===== config.mk =====
export PLATFORM = sky130hd
export DESIGN_NAME = ex_muldiv_sequencer
export DESIGN_NICKNAME = d
export VERILOG_FILES = /design/src/rtl/ex_muldiv_sequencer_pkg.sv /design/src/rtl/ex_muldiv_sequencer_mdu_sign_fix.sv /design/src/rtl/ex_muldiv_sequencer.sv
export SDC_FILE = /design/constraint.sdc
export NUM_CORES = 1
export LEC_CHECK = 0
export ABC_AREA = 0
export BUFFER_PORTS_ARGS = -buffer_cell sky130_fd_sc_hd__buf_2
export CORE_MARGIN = 2
export CORE_UTILIZATION = 40
export DETAILED_ROUTE_END_ITERATION = 7
export GPL_TIMING_DRIVEN = 0
export PLACE_DENSITY = 0.59
export SYNTH_ARGS = -nofsm -noshare
export SYNTH_HDL_FRONTEND = slang
export SYNTH_SLANG_ARGS = --single-unit
export TNS_END_PERCENT = 30

===== constraint.sdc =====
create_clock -name clk -period 8 [get_ports clk]
set_input_delay 0.8 -clock clk [delete_from_list [all_inputs] [get_ports clk]]
set_output_delay 0.8 -clock clk [all_outputs]
set_load 0.1 [all_outputs]

===== src/rtl/ex_muldiv_sequencer_pkg.sv =====
// Shared types and helpers for the EX-stage RV32M multiply/divide sequencer.
// Op encodings follow funct3 of the M-extension instructions.
package ex_muldiv_sequencer_pkg;

    localparam int unsigned MDU_DEFAULT_WIDTH = 32;
    localparam int unsigned MDU_CYCLES        = MDU_DEFAULT_WIDTH;

    typedef enum logic [2:0] {
        MD_MUL    = 3'd0,
        MD_MULH   = 3'd1,
        MD_MULHSU = 3'd2,
        MD_MULHU  = 3'd3,
        MD_DIV    = 3'd4,
        MD_DIVU   = 3'd5,
        MD_REM    = 3'd6,
        MD_REMU   = 3'd7
    } muldiv_op_e;

    typedef enum logic [1:0] {
        MDU_IDLE = 2'd0,
        MDU_CALC = 2'd1,
        MDU_DONE = 2'd2
    } mdu_state_e;

    function automatic logic rs1_is_signed(input muldiv_op_e op);
        case (op)
            MD_MUL, MD_MULH, MD_MULHSU, MD_DIV, MD_REM: rs1_is_signed = 1'b1;
            default:                                    rs1_is_signed = 1'b0;
        endcase
    endfunction

    function automatic logic rs2_is_signed(input muldiv_op_e op);
        case (op)
            MD_MUL, MD_MULH, MD_DIV, MD_REM: rs2_is_signed = 1'b1;
            default:                         rs2_is_signed = 1'b0;
        endcase
    endfunction

endpackage


===== src/rtl/ex_muldiv_sequencer_mdu_sign_fix.sv =====
// Combinational conditional two's-complement negate, used both to take operand
// magnitudes and to restore the sign of the final product/quotient/remainder.
module mdu_sign_fix #(
    parameter int unsigned WIDTH = 32
) (
    input  logic [WIDTH-1:0] value,
    input  logic             negate,
    output logic [WIDTH-1:0] result
);

    assign result = negate ? (~value + WIDTH'(1)) : value;

endmodule


===== src/rtl/ex_muldiv_sequencer.sv =====
// Iterative RV32M sequencer: shift-add multiply and restoring divide sharing one
// hi/lo register pair, stalling the pipeline until the result is presented.
module ex_muldiv_sequencer
    import ex_muldiv_sequencer_pkg::*;
#(
    parameter int unsigned DATA_WIDTH = MDU_DEFAULT_WIDTH
) (
    input  logic                  clk,
    input  logic                  rst_n,
    input  logic                  start_i,
    input  logic [2:0]            funct3_i,
    input  logic [DATA_WIDTH-1:0] operand1_i,
    input  logic [DATA_WIDTH-1:0] operand2_i,
    input  logic                  flush_i,
    output logic                  stall_o,
    output logic                  busy_o,
    output logic                  done_o,
    output logic [DATA_WIDTH-1:0] result_o
);

    localparam int unsigned         CW       = $clog2(DATA_WIDTH) + 1;
    localparam logic [CW-1:0]       CNT_LOAD = CW'(DATA_WIDTH);
    localparam logic [DATA_WIDTH-1:0] ALL_ONES = {DATA_WIDTH{1'b1}};
    localparam logic [DATA_WIDTH-1:0] MIN_NEG  = {1'b1, {(DATA_WIDTH-1){1'b0}}};

    mdu_state_e             state_r, state_nx;
    logic [CW-1:0]          cnt_r, cnt_nx;
    muldiv_op_e             op_r, op_nx;
    logic                   sign_a_r, sign_a_nx;
    logic                   sign_b_r, sign_b_nx;
    logic [DATA_WIDTH-1:0]  hi_r, hi_nx;
    logic [DATA_WIDTH-1:0]  lo_r, lo_nx;
    logic [DATA_WIDTH-1:0]  b_r, b_nx;
    logic [DATA_WIDTH-1:0]  result_r, result_nx;

    muldiv_op_e             op_in_s;
    logic                   sa_in_s, sb_in_s;
    logic [DATA_WIDTH-1:0]  mag_a_s, mag_b_s;
    logic                   div_zero_s, overflow_s;
    logic [DATA_WIDTH-1:0]  special_res_s;

    logic [DATA_WIDTH:0]    mul_sum_s;
    logic [DATA_WIDTH:0]    div_shift_s, div_diff_s;
    logic                   div_take_s;
    logic [DATA_WIDTH-1:0]  iter_hi_s, iter_lo_s;
    logic [2*DATA_WIDTH-1:0] prod_s;
    logic [DATA_WIDTH-1:0]  quo_s, rem_s, final_s;

    assign op_in_s = muldiv_op_e'(funct3_i);
    assign sa_in_s = operand1_i[DATA_WIDTH-1] & rs1_is_signed(op_in_s);
    assign sb_in_s = operand2_i[DATA_WIDTH-1] & rs2_is_signed(op_in_s);

    mdu_sign_fix #(.WIDTH(DATA_WIDTH)) u_mag_a (.value(operand1_i), .negate(sa_in_s), .result(mag_a_s));
    mdu_sign_fix #(.WIDTH(DATA_WIDTH)) u_mag_b (.value(operand2_i), .negate(sb_in_s), .result(mag_b_s));

    // Divide corner cases resolved at accept time without iterating
    always_comb begin
        div_zero_s    = funct3_i[2] & (operand2_i == '0);
        overflow_s    = funct3_i[2] & ~funct3_i[0] & (operand1_i == MIN_NEG) & (operand2_i == ALL_ONES);
        special_res_s = '0;
        if (div_zero_s) begin
            special_res_s = funct3_i[1] ? operand1_i : ALL_ONES;
        end else if (overflow_s) begin
            special_res_s = funct3_i[1] ? '0 : MIN_NEG;
        end else begin
            special_res_s = '0;
        end
    end

    // One shift-add or restoring-divide step on the shared hi/lo pair
    always_comb begin
        mul_sum_s   = {1'b0, hi_r} + {1'b0, (lo_r[0] ? b_r : '0)};
        div_shift_s = {hi_r, lo_r[DATA_WIDTH-1]};
        div_diff_s  = div_shift_s - {1'b0, b_r};
        div_take_s  = ~div_diff_s[DATA_WIDTH];
        if (op_r[2]) begin
            iter_hi_s = div_take_s ? div_diff_s[DATA_WIDTH-1:0] : div_shift_s[DATA_WIDTH-1:0];
            iter_lo_s = {lo_r[DATA_WIDTH-2:0], div_take_s};
        end else begin
            iter_hi_s = mul_sum_s[DATA_WIDTH:1];
            iter_lo_s = {mul_sum_s[0], lo_r[DATA_WIDTH-1:1]};
        end
    end

    mdu_sign_fix #(.WIDTH(2*DATA_WIDTH)) u_fix_prod (.value({iter_hi_s, iter_lo_s}), .negate(sign_a_r ^ sign_b_r), .result(prod_s));
    mdu_sign_fix #(.WIDTH(DATA_WIDTH))   u_fix_quo  (.value(iter_lo_s), .negate(sign_a_r ^ sign_b_r), .result(quo_s));
    mdu_sign_fix #(.WIDTH(DATA_WIDTH))   u_fix_rem  (.value(iter_hi_s), .negate(sign_a_r), .result(rem_s));

    // Final result select from the last iteration's sign-corrected values
    always_comb begin
        case (op_r)
            MD_MUL:                        final_s = prod_s[DATA_WIDTH-1:0];
            MD_MULH, MD_MULHSU, MD_MULHU:  final_s = prod_s[2*DATA_WIDTH-1:DATA_WIDTH];
            MD_DIV, MD_DIVU:               final_s = quo_s;
            MD_REM, MD_REMU:               final_s = rem_s;
            default:                       final_s = '0;
        endcase
    end

    // Next-state logic for the FSM, counter and datapath registers
    always_comb begin
        state_nx  = state_r;
        cnt_nx    = cnt_r;
        op_nx     = op_r;
        sign_a_nx = sign_a_r;
        sign_b_nx = sign_b_r;
        hi_nx     = hi_r;
        lo_nx     = lo_r;
        b_nx      = b_r;
        result_nx = result_r;
        case (state_r)
            MDU_IDLE: begin
                if (start_i && !flush_i) begin
                    op_nx     = op_in_s;
                    sign_a_nx = sa_in_s;
                    sign_b_nx = sb_in_s;
                    hi_nx     = '0;
                    lo_nx     = mag_a_s;
                    b_nx      = mag_b_s;
                    if (div_zero_s || overflow_s) begin
                        state_nx  = MDU_DONE;
                        cnt_nx    = '0;
                        result_nx = special_res_s;
                    end else begin
                        state_nx  = MDU_CALC;
                        cnt_nx    = CNT_LOAD;
                    end
                end else begin
                    state_nx = MDU_IDLE;
                end
            end
            MDU_CALC: begin
                hi_nx  = iter_hi_s;
                lo_nx  = iter_lo_s;
                cnt_nx = cnt_r - CW'(1);
                if (cnt_r == CW'(1)) begin
                    state_nx  = MDU_DONE;
                    result_nx = final_s;
                end else begin
                    state_nx  = MDU_CALC;
                end
            end
            MDU_DONE: begin
                state_nx = MDU_IDLE;
            end
            default: begin
                state_nx = MDU_IDLE;
                cnt_nx   = '0;
            end
        endcase
        // A flushed op must never surface a result, even on its final step
        if (flush_i) begin
            state_nx  = MDU_IDLE;
            cnt_nx    = '0;
            result_nx = result_r;
        end else begin
            state_nx  = state_nx;
        end
    end

    // State and datapath registers
    always_ff @(posedge clk or negedge rst_n) begin
        if (!rst_n) begin
            state_r  <= MDU_IDLE;
            cnt_r    <= '0;
            op_r     <= MD_MUL;
            sign_a_r <= 1'b0;
            sign_b_r <= 1'b0;
            hi_r     <= '0;
            lo_r     <= '0;
            b_r      <= '0;
            result_r <= '0;
        end else begin
            state_r  <= state_nx;
            cnt_r    <= cnt_nx;
            op_r     <= op_nx;
            sign_a_r <= sign_a_nx;
            sign_b_r <= sign_b_nx;
            hi_r     <= hi_nx;
            lo_r     <= lo_nx;
            b_r      <= b_nx;
            result_r <= result_nx;
        end
    end

    assign stall_o  = ((state_r == MDU_IDLE) & start_i & ~flush_i) | (state_r == MDU_CALC);
    assign busy_o   = (state_r != MDU_IDLE);
    assign done_o   = (state_r == MDU_DONE);
    assign result_o = result_r;

endmodule


==> metrics, run 1 <==
met3 WL=6597 µm; Die Ht=202.7 µm; syn avg cell area=7.529 µm²; global-route wire length before repair=112400 µm; Synth Register Bits=141; Setup CP Type=register to register; Max rail drop VDD=0.2466 mV; clk_skew=11.97 ps; routed vias=17836; core area=38830 µm²; hold_buf cts=0; htree depth=4; largest net degree at the start of global routing=81; site row count=72; Pwr Density=450.8 nW/µm²; first drt pass iteration count=5; io pins=106; Reg clk slew, reported paths=80 ps; post_cts resized=0; M1 WL=34170 µm; initial antenna violation count=1; routability cong.=0.9883; CTS root buf=clkbuf_16; buffers added on ports=104; Nets=2365; sum of negative setup slack=0 ps; leakage power=0.007251 µW; Sinks on Clock Net=141; CTS tree=done; Routed wire per std cell=27.66 µm; Hold Path Class=input pin to async pin; synthesized area=15790 µm²; RSZ-0062 raised after global routing=false; DR WL met2=33270 µm; Final Hold Viols=0; Final period util=96.87%; detailed placer's ending HPWL=61340 µm; Least-Margin Pin Slew=1254 ps; CP startpoint kind=register; Initial Util=40.66%; Seq/Total Area, Yosys=22.35%; worst rel slew slack=15.77%; Detailed Route WL=76190 µm; worst skew pair latency=480 ps; CP Max Fanout=10; WP data required=8400 ps; Post-synth EDFFs=0; Die ar.=41080 µm²; total CTS buffers=17; yosys warns=0; post-layout minimum cycle time=7750 ps; total of max-cap violations=0; FMAX=0.1290 GHz; die width=202.7 µm; vias in the first global route=16953; count of cell types in the netlist=100; postcts setup bufs=0; main flop type after synthesis=dfrtp_1; fin. max-slew vios=0; vias per cell=6.476; outcome=finished, final reports clean; Initial DRC Count=1799; Final Hold Slack=394.5 ps; r2r worst-path depth=21; share of cells above drive strength 1=9.758%; Synth async-reset ratio=100.0%; CP endpoint kind=register; synthesized net count=2241; Critical Path AT=8140 ps; ANT nets after route=0; clk buf depth=2; Final setup viols=0; Overall Global Routing Usage=36.81%; top layer in use=met5; GRT overflow=0; DRC violation count after routing=0; Layout area overhead=11.61%; Post-Synthesis Cells=2097
## worst paths after layout
path | start | endpoint | slack (ps)
min in group clk | result_o[7]$_DFFE_PN0P_ | result_o[7]$_DFFE_PN0P_ | 480
setup reg to reg | op_r[2]$_DFFE_PN0P_ | result_o[12]$_DFFE_PN0P_ | 250
hold reg to reg | result_o[7]$_DFFE_PN0P_ | result_o[7]$_DFFE_PN0P_ | 480
setup / recovery | op_r[2]$_DFFE_PN0P_ | result_o[12]$_DFFE_PN0P_ | 250
hold / removal | rst_n | result_o[28]$_DFFE_PN0P_ | 390
max in group asynchronous | rst_n | b_r[5]$_DFFE_PN0P_ | 6750
## per-layer routing
| metal | global-route usage [%] | vias to the layer above |
|---|---|---|
| met1 | 51.55 | 8793 |
| met2 | 56.63 | 834 |
| li1 | - | 8086 |
| met5 | 0 | - |
| met4 | 11.16 | 2 |
| met3 | 7.865 | 121 |
## Yosys cell counts, drive strengths merged (28+ instances only)
library cell	n	area, µm²
a31oi	34	212.7
o21ai	200	1001
o31ai	28	215.2
xnor2	76	665.6
o211ai	31	246.5
nor2	174	655.6
inv	67	251.5
ha	71	888.4
a21oi	162	825.8
xor2	74	648.1
dfrtp	141	3528
nor3	58	290.3
mux2i	60	600.6
nand3	43	220.2
nand2	248	933.4
o221ai	33	289.0
clkbuf	85	320.3
a21o	29	217.7
nand4	32	206.5
and2	50	315.3
## placed cells by master, fill, tap and decap left out, drive strengths merged, types with 11 or more instances in the layout
cell,n
a2111oi,13
a211oi,16
a21o,29
a21oi,162
a22o,16
a31oi,34
and2,50
and3,17
and4,15
buf,132
clkbuf,102
dfrtp,141
ha,71
inv,76
mux2i,60
nand2,248
nand2b,23
nand3,43
nand4,32
nor2,174
nor2b,12
nor3,58
nor3b,11
nor4,17
o211ai,31
o21a,15
o21ai,200
o221ai,33
o22ai,15
o31ai,28
o41ai,22
or2,11
or3,23
xnor2,76
xor2,74
## cell families after synthesis
kind of cell / Yosys count / synth area share, %
simple gates: 765 / 24.12
compound gates: 724 / 30.55
buf+inv: 179 / 4.612
xor+xnor: 150 / 8.321
flops: 141 / 22.35
fa+ha+maj: 73 / 5.880
mux: 65 / 4.161
## power by group
part | internal, µW | switching (µW)
sequential | 943 | 323
combinational | 1740 | 4070
clock | 452 | 416
total | 3140 | 4800
## final cells by class
type	count	area (µm²)
Antenna cell	2	5.005
Buffer	112	476.7
Clock buffer	17	425.4
Clock inverter	15	193.9
Fill cell	4037	21210
Inverter	67	251.5
Multi-Input combinational cell	1777	11540
Sequential cell	141	3528
Tap cell	518	648.1
Timing Repair Buffer	105	554.3
## state kept, by name, summed over array words and instances (netlist names)
| register | flops |
|---|---|
| sign_a_r | 1 |
| result_o | 32 |
| op_r | 3 |
| lo_r | 32 |
| state_r | 2 |
| cnt_r | 6 |
| hi_r | 32 |
| b_r | 32 |
| sign_b_r | 1 |
## worst max-delay path: stages (launching register included)
cell      delay [ps]
dfrtp_1          480
buf_2            340
buf_2            410
buf_2            440
buf_2            390
buf_2            360
buf_2            300
buf_2            310
buf_2            410
buf_2            500
clkbuf_1         810
nand2_1           80
o21ai_0          270
ha_1             310
inv_1            120
or4_1            530
clkbuf_1         220
nor3_1           770
nand2b_1         220
xnor2_1          130
a21oi_1           90
a21oi_1          160
## metrics by stage
step	total power (µW)	cells	instance area [µm²]	setup WS, ps	utilization (%)
global placement	6888	2719	16960	530.5	43.67
detailed placement	6902	2720	16990	576.1	43.76
global route	8350	2752	17620	133.3	45.37
finish	7943	2754	17620	250.4	45.38
CTS	7790	2752	17610	542.1	45.35
floorplan	5079	2097	15790	2748	-
Power figures use the tool's default switching activity.
==> inputs of run 2 (changes only) <==
Settings changed: RECOVER_POWER from default to 100.
==> run 2 against run 1 <==
Against the previous run: the run now ends with max-capacitance violations, max-slew violations left; combinational power fell by 1%; maximum frequency is essentially flat; setup slack worse by 0.95 ps; count of clock-buffer cells in the layout unchanged; power fell by 0.66%; die area unchanged; critical path depth decreased by 1; non-clock buffer count unchanged; largest power group unchanged.
==> metrics, run 2 (same netlist as run 1, synthesis figures left out) <==
outcome=complete, but fails checks; failing checks=max-capacitance violations, max-slew violations; post_cts resized=0; Critical Path AT=8090 ps; clk_skew=13.91 ps; worst skew pair latency=480 ps; global-route wire length before repair=112400 µm; largest net degree at the start of global routing=81; vias per cell=6.486; fin. max-slew vios=80; Hold Path Class=register to register; total of max-cap violations=1; initial antenna violation count=1; clk buf depth=2; CP Max Fanout=10; commonest cells after routing, fill and taps aside=247 x nand2_1, 196 x o21ai_0, 173 x nor2_1; RSZ-0062 raised after global routing=false; Die ar.=41080 µm²; FMAX=0.1290 GHz; CTS root buf=clkbuf_16; Setup CP Type=register to register; Sinks on Clock Net=141; first drt pass iteration count=6; vias in the first global route=16953; Multi-input gate area=11510 µm²; Initial Util=40.66%; CP endpoint kind=register; share of cells above drive strength 1=7.296%; routability cong.=0.9883; Least-Margin Pin Slew=4933 ps; Detailed Route WL=76260 µm; hold_buf cts=0; Sequential Area=3528 µm²; Pwr Density=450.4 nW/µm²; worst rel slew slack=-228.9%; fillers=4072; r2r worst-path depth=20; Layout area overhead=10.98%; Final setup viols=0; Nets=2365; WP data required=8340 ps; sum of negative setup slack=0 ps; buffers added on ports=104; leakage power=0.007094 µW; CP most frequent cell=buf_2; Max rail drop VDD=0.2406 mV; postcts setup bufs=0; CTS tree=done; post-layout minimum cycle time=7751 ps; max incr delay on CP=810 ps; CP max stage cell=clkbuf_1; Routed wire per std cell=27.70 µm; Final Hold Viols=0; total CTS buffers=17; routed vias=17857; io pins=106; Reg clk slew, reported paths=70 ps; Initial DRC Count=1879; die width=202.7 µm; detailed placer's ending HPWL=61340 µm; site row count=72; htree depth=4; hold path cells=2; Final period util=96.88%; Overall Global Routing Usage=36.81%; commonest non-fill, non-tap cell in the layout=nand2_1; power consumption=7891 µW; Die Ht=202.7 µm; DRC violation count after routing=0; ANT nets after route=0; GRT overflow=0; core area=38830 µm²; CP startpoint kind=register; cells along the critical path=buf_2 -> buf_2 -> buf_2 -> buf_2 -> buf_2 -> buf_2 -> buf_2 -> buf_2 -> buf_2 -> clkbuf_1 -> nand2_1 -> o21ai_0 -> ha_1 -> inv_1 -> nor4_4 -> nand3_2 -> nor2_1 -> a41oi_1 -> a2111oi_0 -> a21oi_1
-- run 2: cell types whose count changed in the layout (fill, tap and decap cells not counted), sizes merged --
cell	before	now
buf	132	83
clkbuf	102	151
diode	2	1
-- run 2: final cells by class --
class	instances	area share, %
clock buffer	17	2.428
timing repair buffer	105	2.835
sequential	141	20.14
tap	518	3.699
buffer	112	2.649
antenna	1	0.01428
inverter	67	1.435
multi-input combinational	1777	65.69
clock inverter	15	1.107
-- run 2: where the power goes --
part | internal [µW] | total (µW) | switching (µW)
registers | 943 | 1270 | 325
clock network | 452 | 868 | 416
logic | 1700 | 5750 | 4050
total | 3100 | 7890 | 4790
-- run 2: final timing paths --
| kind | start | to | slack [ps] |
|---|---|---|---|
| max in group asynchronous | rst_n | lo_r[23]$_DFFE_PN0P_ | 3140 |
| worst min-delay path | result_o[7]$_DFFE_PN0P_ | result_o[7]$_DFFE_PN0P_ | 490 |
| worst min register to register | result_o[7]$_DFFE_PN0P_ | result_o[7]$_DFFE_PN0P_ | 490 |
| worst max-delay path | op_r[2]$_DFFE_PN0P_ | result_o[30]$_DFFE_PN0P_ | 250 |
| worst max register to register | op_r[2]$_DFFE_PN0P_ | result_o[30]$_DFFE_PN0P_ | 250 |
| min in group asynchronous | rst_n | result_o[28]$_DFFE_PN0P_ | 2110 |
-- run 2: stage by stage --
step                      util [%]  instance area (µm²)  std cells  hold slack, ps  worst slack [ps]
final                        45.12                17520       2753           486.0             249.4
after global routing         45.12                17520       2752           529.9             149.7
after CTS                    45.35                17610       2752           423.9             542.1
after detailed placement     43.76                16990       2720           473.5             576.1
after global placement       43.67                16960       2719           460.7             530.5
after floorplan                  -                15790       2097           463.9              2748
-- run 2: worst max-delay path: cells and delay by family, from the launching register on --
family,cells,cell delay (ps)
adder cells (fa/ha/maj),1,320
AND/OR/NAND/NOR,4,1460
flip-flops,1,480
AO/OA/AOI/OAI,4,950
buffers and inverters,11,4380
-- run 2: metal layers --
layer / part of all wire, % / global-route usage [%] / routed length [µm]
met5: 0.010 / 0 / 8
met2: 44 / 56.63 / 33270
met3: 8.7 / 7.865 / 6632
met4: 3.0 / 11.16 / 2277
met1: 45 / 51.55 / 34070
